[src/rtl/verinject_ff_injector_seq.sv]
// Sequential fault injector on one register vector: timed or persistent flip / stuck-at faults,
// adjacent multi-bit upsets, retrigger and clear control, plus a saturating injection counter.
module verinject_ff_injector_seq #(
    parameter int          LEFT      = 0,
    parameter int          RIGHT     = 0,
    parameter logic [31:0] P_START   = 32'd0,
    parameter int          MBU_WIDTH = 1,
    parameter int          HOLD_W    = 16
) (
    input  logic              clock,
    input  logic              reset,
    input  logic [LEFT:RIGHT] unmodified,
    output logic [LEFT:RIGHT] modified,
    input  logic [31:0]       verinject__injector_state,
    input  logic              inject_strobe,
    input  logic [1:0]        inject_mode,
    input  logic [HOLD_W-1:0] inject_hold,
    input  logic              fault_clear,
    output logic              fault_active,
    output logic [15:0]       inject_count
);

    localparam int N     = (LEFT >= RIGHT) ? (LEFT - RIGHT + 1) : (RIGHT - LEFT + 1);
    localparam int LO    = (LEFT <= RIGHT) ? LEFT : RIGHT;
    localparam int MBU   = (MBU_WIDTH > N) ? N : ((MBU_WIDTH < 1) ? 1 : MBU_WIDTH);
    localparam int OFF_W = (N > 1) ? $clog2(N) : 1;

    // 33-bit bounds so the top of the window never wraps past 2^32-1
    localparam logic [32:0] LO_BOUND = {1'b0, P_START};
    localparam logic [32:0] HI_BOUND = {1'b0, P_START} + 33'(N - 1);

    typedef enum logic [0:0] {
        ST_IDLE   = 1'b0,
        ST_ACTIVE = 1'b1
    } state_t;

    // Adjacent-bit mask starting at off, truncated at the top of the vector
    function automatic logic [N-1:0] mbu_mask(input logic [OFF_W-1:0] off);
        logic [N-1:0] m;
        m = {N{1'b0}};
        for (int i = 0; i < N; i++) begin
            m[i] = (i >= int'(off)) && (i < int'(off) + MBU);
        end
        return m;
    endfunction

    state_t            state_r;
    logic              fault_active_r;
    logic [15:0]       count_r;
    logic [OFF_W-1:0]  off_r;
    logic [1:0]        mode_r;
    logic [HOLD_W-1:0] remain_r;
    logic              perm_r;

    logic [32:0]       state_ext_s;
    logic              in_range_s;
    logic              accept_s;
    logic [OFF_W-1:0]  off_s;
    logic [N-1:0]      norm_in_s;
    logic [N-1:0]      norm_out_s;
    logic [N-1:0]      mask_s;

    assign state_ext_s = {1'b0, verinject__injector_state};
    assign in_range_s  = (state_ext_s >= LO_BOUND) && (state_ext_s <= HI_BOUND);
    assign accept_s    = inject_strobe && in_range_s && !fault_clear;
    assign off_s       = OFF_W'(state_ext_s - LO_BOUND);
    assign mask_s      = mbu_mask(off_r);

    // Offset o always addresses index LO+o, whatever the declaration order
    for (genvar g = 0; g < N; g++) begin : g_map
        assign norm_in_s[g]     = unmodified[LO + g];
        assign modified[LO + g] = norm_out_s[g];
    end

    // Apply the registered mask to the live data without adding latency
    always_comb begin
        norm_out_s = norm_in_s;
        if (state_r == ST_ACTIVE) begin
            case (mode_r)
                2'd1:    norm_out_s = norm_in_s & ~mask_s;
                2'd2:    norm_out_s = norm_in_s | mask_s;
                default: norm_out_s = norm_in_s ^ mask_s;
            endcase
        end else begin
            norm_out_s = norm_in_s;
        end
    end

    // Fault FSM: accept/retrigger, timed expiry, clear, and the injection counter
    always_ff @(posedge clock) begin
        if (reset) begin
            state_r        <= ST_IDLE;
            fault_active_r <= 1'b0;
            count_r        <= 16'd0;
            off_r          <= {OFF_W{1'b0}};
            mode_r         <= 2'd0;
            remain_r       <= {HOLD_W{1'b0}};
            perm_r         <= 1'b0;
        end else if (accept_s) begin
            state_r        <= ST_ACTIVE;
            fault_active_r <= 1'b1;
            off_r          <= off_s;
            mode_r         <= inject_mode;
            remain_r       <= inject_hold;
            perm_r         <= (inject_hold == {HOLD_W{1'b0}});
            if (count_r != 16'hFFFF) begin
                count_r <= count_r + 16'd1;
            end
        end else begin
            case (state_r)
                ST_ACTIVE: begin
                    // remain_r==1 marks the last masked cycle of a timed fault
                    if (fault_clear || (!perm_r && (remain_r == HOLD_W'(1'b1)))) begin
                        state_r        <= ST_IDLE;
                        fault_active_r <= 1'b0;
                    end else if (!perm_r) begin
                        remain_r <= remain_r - HOLD_W'(1'b1);
                    end
                end
                ST_IDLE: begin
                    state_r        <= ST_IDLE;
                    fault_active_r <= 1'b0;
                end
                default: begin
                    state_r        <= ST_IDLE;
                    fault_active_r <= 1'b0;
                end
            endcase
        end
    end

    assign fault_active = fault_active_r;
    assign inject_count = count_r;

endmodule
[config.mk]
export PLATFORM = sky130hd
export DESIGN_NAME = verinject_ff_injector_seq
export DESIGN_NICKNAME = d
export VERILOG_FILES = /design/src/rtl/verinject_ff_injector_seq.sv
export SDC_FILE = /design/constraint.sdc
export NUM_CORES = 1
export LEC_CHECK = 0
export ABC_AREA = 1
export CAP_MARGIN = 20
export CORE_MARGIN = 2
export CORE_UTILIZATION = 35
export DETAILED_ROUTE_END_ITERATION = 16
export DONT_BUFFER_PORTS = 1
export PLACE_DENSITY = 0.55
export SYNTH_ARGS = -nofsm -noshare
export SYNTH_HDL_FRONTEND = slang
export SYNTH_SLANG_ARGS = --single-unit
[constraint.sdc]
create_clock -name clock -period 2.2 [get_ports clock]
set_input_delay 0.66 -clock clock [delete_from_list [all_inputs] [get_ports clock]]
set_output_delay 0.66 -clock clock [all_outputs]
set_load 0.05 [all_outputs]
==> results of run 1 <==
-- kinds of logic (layout without fill, tap and decap cells) --
group,after synthesis,after routing
flops,38,38
simple gates,318,318
xor+xnor,8,8
fa+ha+maj,7,7
compound gates,44,44
buf+inv,83,106
-- metrics by stage --
| step | instance area, um2 | instances | setup slack [ns] |
|---|---|---|---|
| floorplan | 2900 | 498 | 0.0201 |
| global placement | 3180 | 618 | 0.0345 |
| detailed placement | 3180 | 618 | -0.0121 |
| CTS | 3260 | 625 | 0.0107 |
| global route | 3290 | 626 | 0.0133 |
| finish | 3290 | 626 | 0.0619 |
-- metal layers --
metal  track usage (%)  wire (um)  up-vias
li1                  -          -     1592
met2              29.7       3500       65
met3              4.15        419        5
met1              22.9       3540     1274
met5                 0          0        -
met4              5.07         75        0
-- synth_stat cells (5+ instances only) --
master    count  share of area (%)
nand2_2       5                1.1
nand2_1     139                 18
o21ai_0      18                3.1
o211ai_1      5                1.3
inv_1        69                9.0
xnor2_1       5                1.5
dfxtp_1      38                 26
nand3_1      39                6.8
nor2_1      101                 13
nand4_1       6                1.3
nor2_4        5                2.0
ha_1          7                3.0
nor4_1        6                1.3
a21oi_1      14                2.4
-- power by group through the flow --
stage | combinational [uW] | clock (uW) | sequential (uW)
after CTS | 65.9 | 490 | 687
after global placement | 64.2 | 0 | 703
after detailed placement | 65.7 | 0 | 703
final | 65.3 | 469 | 687
after floorplan | 50.6 | 0 | 703
after global routing | 75.0 | 511 | 687
-- layout make-up --
| cell class | instances | area share [%] |
|---|---|---|
| inverters | 74 | 8.45 |
| repair buffers | 25 | 6.47 |
| flip-flops and latches | 38 | 23.2 |
| clock buffers | 7 | 2.32 |
| multi-input cells | 377 | 55.5 |
| well taps | 105 | 4.00 |
-- cell usage in the layout, fill, tap and decap left out --
master / count
nand2_2: 5
o21ai_4: 1
and2_0: 1
and2_1: 3
inv_1: 69
nand3_2: 1
clkinv_1: 1
nand3_1: 39
buf_12: 2
nor2_4: 5
o21bai_1: 1
ha_4: 1
o21ai_1: 3
ha_1: 6
dfxtp_2: 2
nand3b_1: 2
inv_2: 4
a221oi_2: 1
o31ai_4: 1
buf_4: 23
dfxtp_1: 36
nor2_1: 101
nor2_2: 4
nor3_2: 1
nand4_1: 6
xnor2_1: 5
nand3_4: 1
o211ai_1: 5
clkbuf_8: 5
nor4_1: 6
a21oi_1: 14
o21ai_0: 18
xor2_1: 3
nor3_1: 4
clkbuf_1: 2
nand2_1: 139
-- sequential cells by signal, summed over array words and instances (netlist names) --
signal	count
inject_count	16
remain_r	16
state_r	1
mode_r	2
off_r	1
fault_active	1
perm_r	1
-- repair_timing --
item,4_1_cts,5_1_grt
resized for setup,2,2
pin swaps,1,1
endpoints found under the setup margin,1,1
buffers inserted,0,1
-- worst paths after layout --
kind	start	end	slack [ns]	cells after the start
hold / removal	reset	remain_r[12]$_SDFFE_PP0P_	0.43	1
setup reg to reg	inject_count[0]$_SDFFE_PP0P_	inject_count[10]$_SDFFE_PP0P_	0.44	11
setup / recovery	mode_r[1]$_SDFFE_PP0P_	modified	0.06	5
hold reg to reg	mode_r[1]$_SDFFE_PP0P_	mode_r[1]$_SDFFE_PP0P_	0.47	2
-- worst max-delay path, cell delays in order (launching register included) --
cell      delay (ns)
dfxtp_2         0.32
buf_4           0.13
ha_4            0.26
a221oi_2        0.04
o31ai_4         0.26
buf_12          0.17
==> results.toml, run 1 <==
[run_status]
status = "finished, final reports clean"

[timing]
finalHoldViolations = 0
drv_slew = 0
max_freq_ghz = 0.468
skew_ns = 0.00980
final.period_utilization_pct = 97.2
relSlewSlack_pct = 65.4
tightest_slew_ns = 0.518
setup-tns-final_ns = 0
hold_ws_ns = 0.429
setup_viol = 0
min_period_ns = 2.14
grt_setup_unrepaired = "no"

[synth]
synth-async-reset-ratio_pct = 0
avgSynthCellArea_um2 = 5.79
yosys_register_bits = 38
synth_top_family_by_area = "simple AND/OR/NAND/NOR gates"
synth_fa_ha_area_share_pct = 3.04
synth_compound_area_share_pct = 8.76
yosysSeqAreaShare_pct = 26.4
syn_inst = 498
synth_cell_types = 35
yosys.area_share.simple_pct = 47.9
ys_dominant_reg_cell = "dfxtp_1"
synth_mux_area_share_pct = 0
synthesis.nets = 560
netlist_area_um2 = 2890
yosysWarnings = 0
synth_edf_count = 0
synth-xor-area-share_pct = 2.43

[power]
power.leakage_uw = 0.00155
p_sw_uw = 289
clockPowerShare_pct = 38.4
p_total_uw = 1220
power_frac_comb_pct = 5.3
p_per_area_nw_per_um2 = 372
irDropWorstVdd_mv = 0.215
intPower_uw = 932
pwr-share-seq_pct = 56.3
p_sw_share_pct = 23.7

[worst_setup_path]
endpoint_kind = "output pin"
crit_path_start_kind = "flip-flop"
worstSetupPathType = "flip-flop to output pin"
crit_required_ns = 1.54
cp_max_fo = 2
crit_arrival_ns = 1.48

[min_path]
hold_class = "primary input to flip-flop"

[detailed_routing]
wl_per_cell_um = 12.0
num_vias = 2936
drt_iter0_markers = 131
drt_first_pass_iters = 4
wirelength_um = 7530
ant_nets = 0
post_drt_via_cell_ratio = 4.69
drcViolationCount = 0

[clock_network]
hold_buffers = 0
ctsLongestPathBuffers = 2
cts_tree = "built"
h-tree-depth = 2
path_clk_slew_ns = 0.08
cts_sinks = 38
cts_root_buf = "clkbuf_8"
numCtsBuffers = 5
insertion_delay_ns = 0.30

[finish]
post-route-util_pct = 40.6
register_area_um2 = 763
synthToLayoutAreaGrowth_pct = 13.9
num-nets-final = 583
drive_above_1_share_pct = 10.9
fillCellCount = 906
multi_input_area_um2 = 1820
antenna_cells = 0

[global_routing]
grt_antenna_before_repair = 0
grt_usage_pct = 17.8
grt_max_degree = 15
grt_pass1_vias = 2810
grt_overflow = 0
grt_pass1_wl_um = 12700

[die]
dieArea_um2 = 8990
core_area_um2 = 8090
start_util_pct = 35.7
die_w_um = 94.8
num_rows = 33
die_h_um = 94.8
io_pins = 73

[placed_design]
port_buffers = 0
place_congestion = 0.848
dp_hpwl_um = 6010

[job]
cap_violations = 0
Power figures use the tool's default switching activity.
==> inputs of run 2 (changes only) <==
Clock period 2.2 ns to 2.1 ns, I/O delays scaled along.
==> results.toml, run 2 (synthesis results as in run 1) <==
[run_status]
status = "finished, final reports clean"

[die]
core_area_um2 = 8090
die_w_um = 94.8
dieArea_um2 = 8990
die_h_um = 94.8
num_rows = 33
io_pins = 73
start_util_pct = 35.7

[detailed_routing]
num_vias = 2989
drt_iter0_markers = 85
wirelength_um = 7650
drt_first_pass_iters = 4
ant_nets = 0
wl_per_cell_um = 12.2
drcViolationCount = 0
post_drt_via_cell_ratio = 4.77

[timing]
max_freq_ghz = 0.483
relSlewSlack_pct = 64.1
min_period_ns = 2.07
final.period_utilization_pct = 98.6
setup_viol = 0
skew_ns = 0.00618
grt_setup_unrepaired = "yes"
drv_slew = 0
tightest_slew_ns = 0.538
finalHoldViolations = 0

[finish]
drive_above_1_share_pct = 13.2
post-route-util_pct = 41.6
fillCellCount = 920
final_cell_mix = "nand2_1 (139), nor2_1 (100), inv_1 (65), nand3_1 (39), dfxtp_1 (35)"
num-nets-final = 583
final_common_cell = "nand2_1"
fin_area_um2 = 3370
antenna_cells = 0
synthToLayoutAreaGrowth_pct = 16.7

[worst_setup_path]
crit_path_start_kind = "flip-flop"
crit_arrival_ns = 1.44
cp_max_fo = 2
worstSetupPathType = "flip-flop to output pin"
crit_required_ns = 1.47
endpoint_kind = "output pin"

[clock_network]
cts_root_buf = "clkbuf_8"
numCtsBuffers = 5
ctsLongestPathBuffers = 2
cts_sinks = 38
path_clk_slew_ns = 0.08
cts_tree = "built"
h-tree-depth = 2
insertion_delay_ns = 0.30

[global_routing]
grt_max_degree = 15
grt_pass1_vias = 2859
grt_pass1_wl_um = 12800
grt_usage_pct = 17.8
grt_antenna_before_repair = 0
grt_overflow = 0

[placed_design]
place_area_um2 = 3200
dp_hpwl_um = 5980
port_buffers = 0
place_congestion = 0.822

[power]
power.leakage_uw = 0.00156
p_per_area_nw_per_um2 = 422
irDropWorstVdd_mv = 0.213

[job]
cap_violations = 0

[min_path]
hold_class = "primary input to flip-flop"
-- run 2: changes by cell type in the layout (fill, tap and decap cells not counted), sizes merged --
| cell | change |
|---|---|
| bufinv | +1 |
| clkbuf | -2 |
| clkinv | +2 |
-- run 2: final timing paths --
| path | start | endpoint | slack [ns] | depth (start not counted) |
|---|---|---|---|---|
| hold reg to reg | off_r$_SDFFE_PP0P_ | off_r$_SDFFE_PP0P_ | 0.49 | 2 |
| hold / removal | reset | inject_count[6]$_SDFFE_PP0P_ | 0.39 | 1 |
| setup / recovery | mode_r[0]$_SDFFE_PP0P_ | modified | 0.03 | 5 |
| setup reg to reg | inject_count[0]$_SDFFE_PP0P_ | inject_count[9]$_SDFFE_PP0P_ | 0.35 | 10 |
-- run 2: per-stage QoR --
step	hold WS, ns	setup slack (ns)	instances	total power [uW]	TNS (ns)
detailed placement	0.476	0.0117	618	806	0
floorplan	0.451	-0.00283	498	793	-0.00283
finish	0.395	0.0286	627	1420	0
global route	0.384	-0.0238	627	1470	-0.0238
CTS	0.383	-0.0228	626	1440	-0.0228
global placement	0.473	0.00813	618	805	0
-- run 2: final cells by class --
class	count	area [um2]	area share [%]
timing repair buffer	25	204	6.06
inverter	74	288	8.55
multi-input combinational	377	1870	55.6
clock inverter	3	40.0	1.19
tap	105	131	3.90
sequential	38	764	22.7
clock buffer	5	68.8	2.04
-- run 2: routing by layer --
metal	vias up	share of wire (%)	track usage, %
met5	-	0	0
met4	0	1.5	5.31
met3	10	6.7	3.99
met2	65	47	30.7
met1	1312	45	22.0
li1	1602	-	-
-- run 2: power by group --
part | switching, uW | leakage (uW) | internal [uW]
Sequential | 0.000000114 | 0.000307 | 720
Clock | 280 | 0.0000579 | 350
Combinational | 41.4 | 0.00120 | 28.4
Total | 322 | 0.00156 | 1100
-- run 2: what timing repair did --
item                       4_1_cts  5_1_grt
hold endpoints to repair         0        0
hold buffers                     0        0
pin swaps                        3        2
resized for setup                8        6
setup buffers                    1        1
setup endpoints to repair        1        1
-- run 2: critical path, cell delays in order, from the launching register on --
cell and delay, ns:
dfxtp_2 0.33, buf_6 0.11, ha_4 0.15, a221oi_4 0.31
o31ai_4 0.09, buf_12 0.15
==> inputs of run 3 (changes only) <==
Settings changed: CORE_UTILIZATION 35 to 64, PLACE_DENSITY 0.55 to default, PLACE_DENSITY_LB_ADDON from default to 0.05.
==> results.toml, run 3 (synthesis results as in run 1) <==
[run_status]
violations = "negative setup slack"
status = "finished, violations left"

[min_path]
hold_depth = 1
min_to = "inject_count[6]$_SDFFE_PP0P_"
hold_class = "primary input to flip-flop"
min_from = "reset"

[finish]
antenna_cells = 0
fin_area_um2 = 3290
final_common_cell = "nand2_1"
num-nets-final = 584
synthToLayoutAreaGrowth_pct = 14.2
post-route-util_pct = 75.7
final_cell_mix = "nand2_1 (139), nor2_1 (100), inv_1 (65), nand3_1 (39), dfxtp_1 (35)"
drive_above_1_share_pct = 13.2

[worst_setup_path]
setup.worst_path.start = "mode_r[0]$_SDFFE_PP0P_"
r2r_slack_ns = 0.36
r2r_start = "remain_r[10]$_SDFFE_PP0P_"
crit_arrival_ns = 1.47
worstSetupPathType = "flip-flop to output pin"
rr_endpoint = "remain_r[15]$_SDFFE_PP0P_"
cp_max_fo = 2
crit_path_start_kind = "flip-flop"
crit_required_ns = 1.47
ff2ff_path_depth = 9
endpoint_kind = "output pin"

[global_routing]
grt_usage_pct = 29.9
grt_overflow = 0
grt_pass1_wl_um = 12300
grt_max_degree = 15
grt_antenna_before_repair = 0
grt_pass1_vias = 3016

[placed_design]
place_congestion = 0.895
place_area_um2 = 3140
dp_hpwl_um = 5550
port_buffers = 0

[clock_network]
h-tree-depth = 2
cts_tree = "built"
hold_buffers = 0
ctsLongestPathBuffers = 2
insertion_delay_ns = 0.29
numCtsBuffers = 5
path_clk_slew_ns = 0.08
cts_sinks = 38
cts_root_buf = "clkbuf_8"

[timing]
relSlewSlack_pct = 63.8
setup_viol = 1
fin_ws_ns = -0.00288
finalHoldViolations = 0
tightest_slew_ns = 0.542
min_period_ns = 2.10
skew_ns = 0.00882
drv_slew = 0
final.period_utilization_pct = 100
max_freq_ghz = 0.476
grt_setup_unrepaired = "yes"
setup-tns-final_ns = -0.00288

[power]
p_per_area_nw_per_um2 = 433
irDropWorstVdd_mv = 0.397
power.leakage_uw = 0.00156

[die]
num_rows = 24
die_h_um = 71.1
io_pins = 73
die_w_um = 71.1
dieArea_um2 = 5060
core_area_um2 = 4350
start_util_pct = 66.3

[detailed_routing]
ant_nets = 0
num_vias = 3134
wirelength_um = 7300
drcViolationCount = 0
wl_per_cell_um = 12.7
drt_iter0_markers = 186
post_drt_via_cell_ratio = 5.45
drt_first_pass_iters = 5

[job]
cap_violations = 0
## run 3: where the power goes
part	switching [uW]	internal, uW
Combinational	41.7	28.6
Sequential	0.000000111	720
Clock	283	353
Total	324	1100
## run 3: how the worst max path moves through the flow
stage	to	slack, ns
2_1_floorplan	modified	-0.003
3_3_place_gp	modified	-0.001
3_5_place_dp	modified	-0.06
4_1_cts	modified	-0.005
5_1_grt	modified	-0.05
6_report	modified	-0.003
## run 3: through the flow
step | worst slack [ns] | instances | total power [uW] | hold slack (ns)
floorplan | -0.00283 | 498 | 793 | 0.451
global placement | -0.00106 | 566 | 804 | 0.469
detailed placement | -0.0599 | 566 | 806 | 0.475
CTS | -0.00548 | 574 | 1420 | 0.396
global route | -0.0466 | 575 | 1470 | 0.382
finish | -0.00288 | 575 | 1430 | 0.402
## run 3: per-layer routing
metal	GRT usage [%]	up-vias	wire, um
met3	7.12	14	519
met5	0	-	0
met4	9.01	0	114
li1	-	1593	-
met2	52.0	130	3540
met1	36.6	1397	3130
## run 3: layout make-up
class,count,area (um2)
clock inverters,3,45.0
repair buffers,26,208
flip-flops and latches,38,764
fillers,378,1060
multi-input cells,377,1860
inverters,74,285
well taps,52,65.1
clock buffers,5,68.8
## run 3: worst max-delay path, stage by stage, from the launching register on
cell	delay, ns
dfxtp_2	0.35
inv_2	0.05
ha_4	0.22
inv_2	0.06
nor2_4	0.04
o31ai_4	0.28
buf_12	0.17
## run 3: timing repair
action | 4_1_cts | 5_1_grt
hold endpoints to repair | 0 | 0
pin swaps | 2 | 4
setup buffers | 0 | 1
endpoints found under the setup margin | 1 | 1
resized for setup | 9 | 1
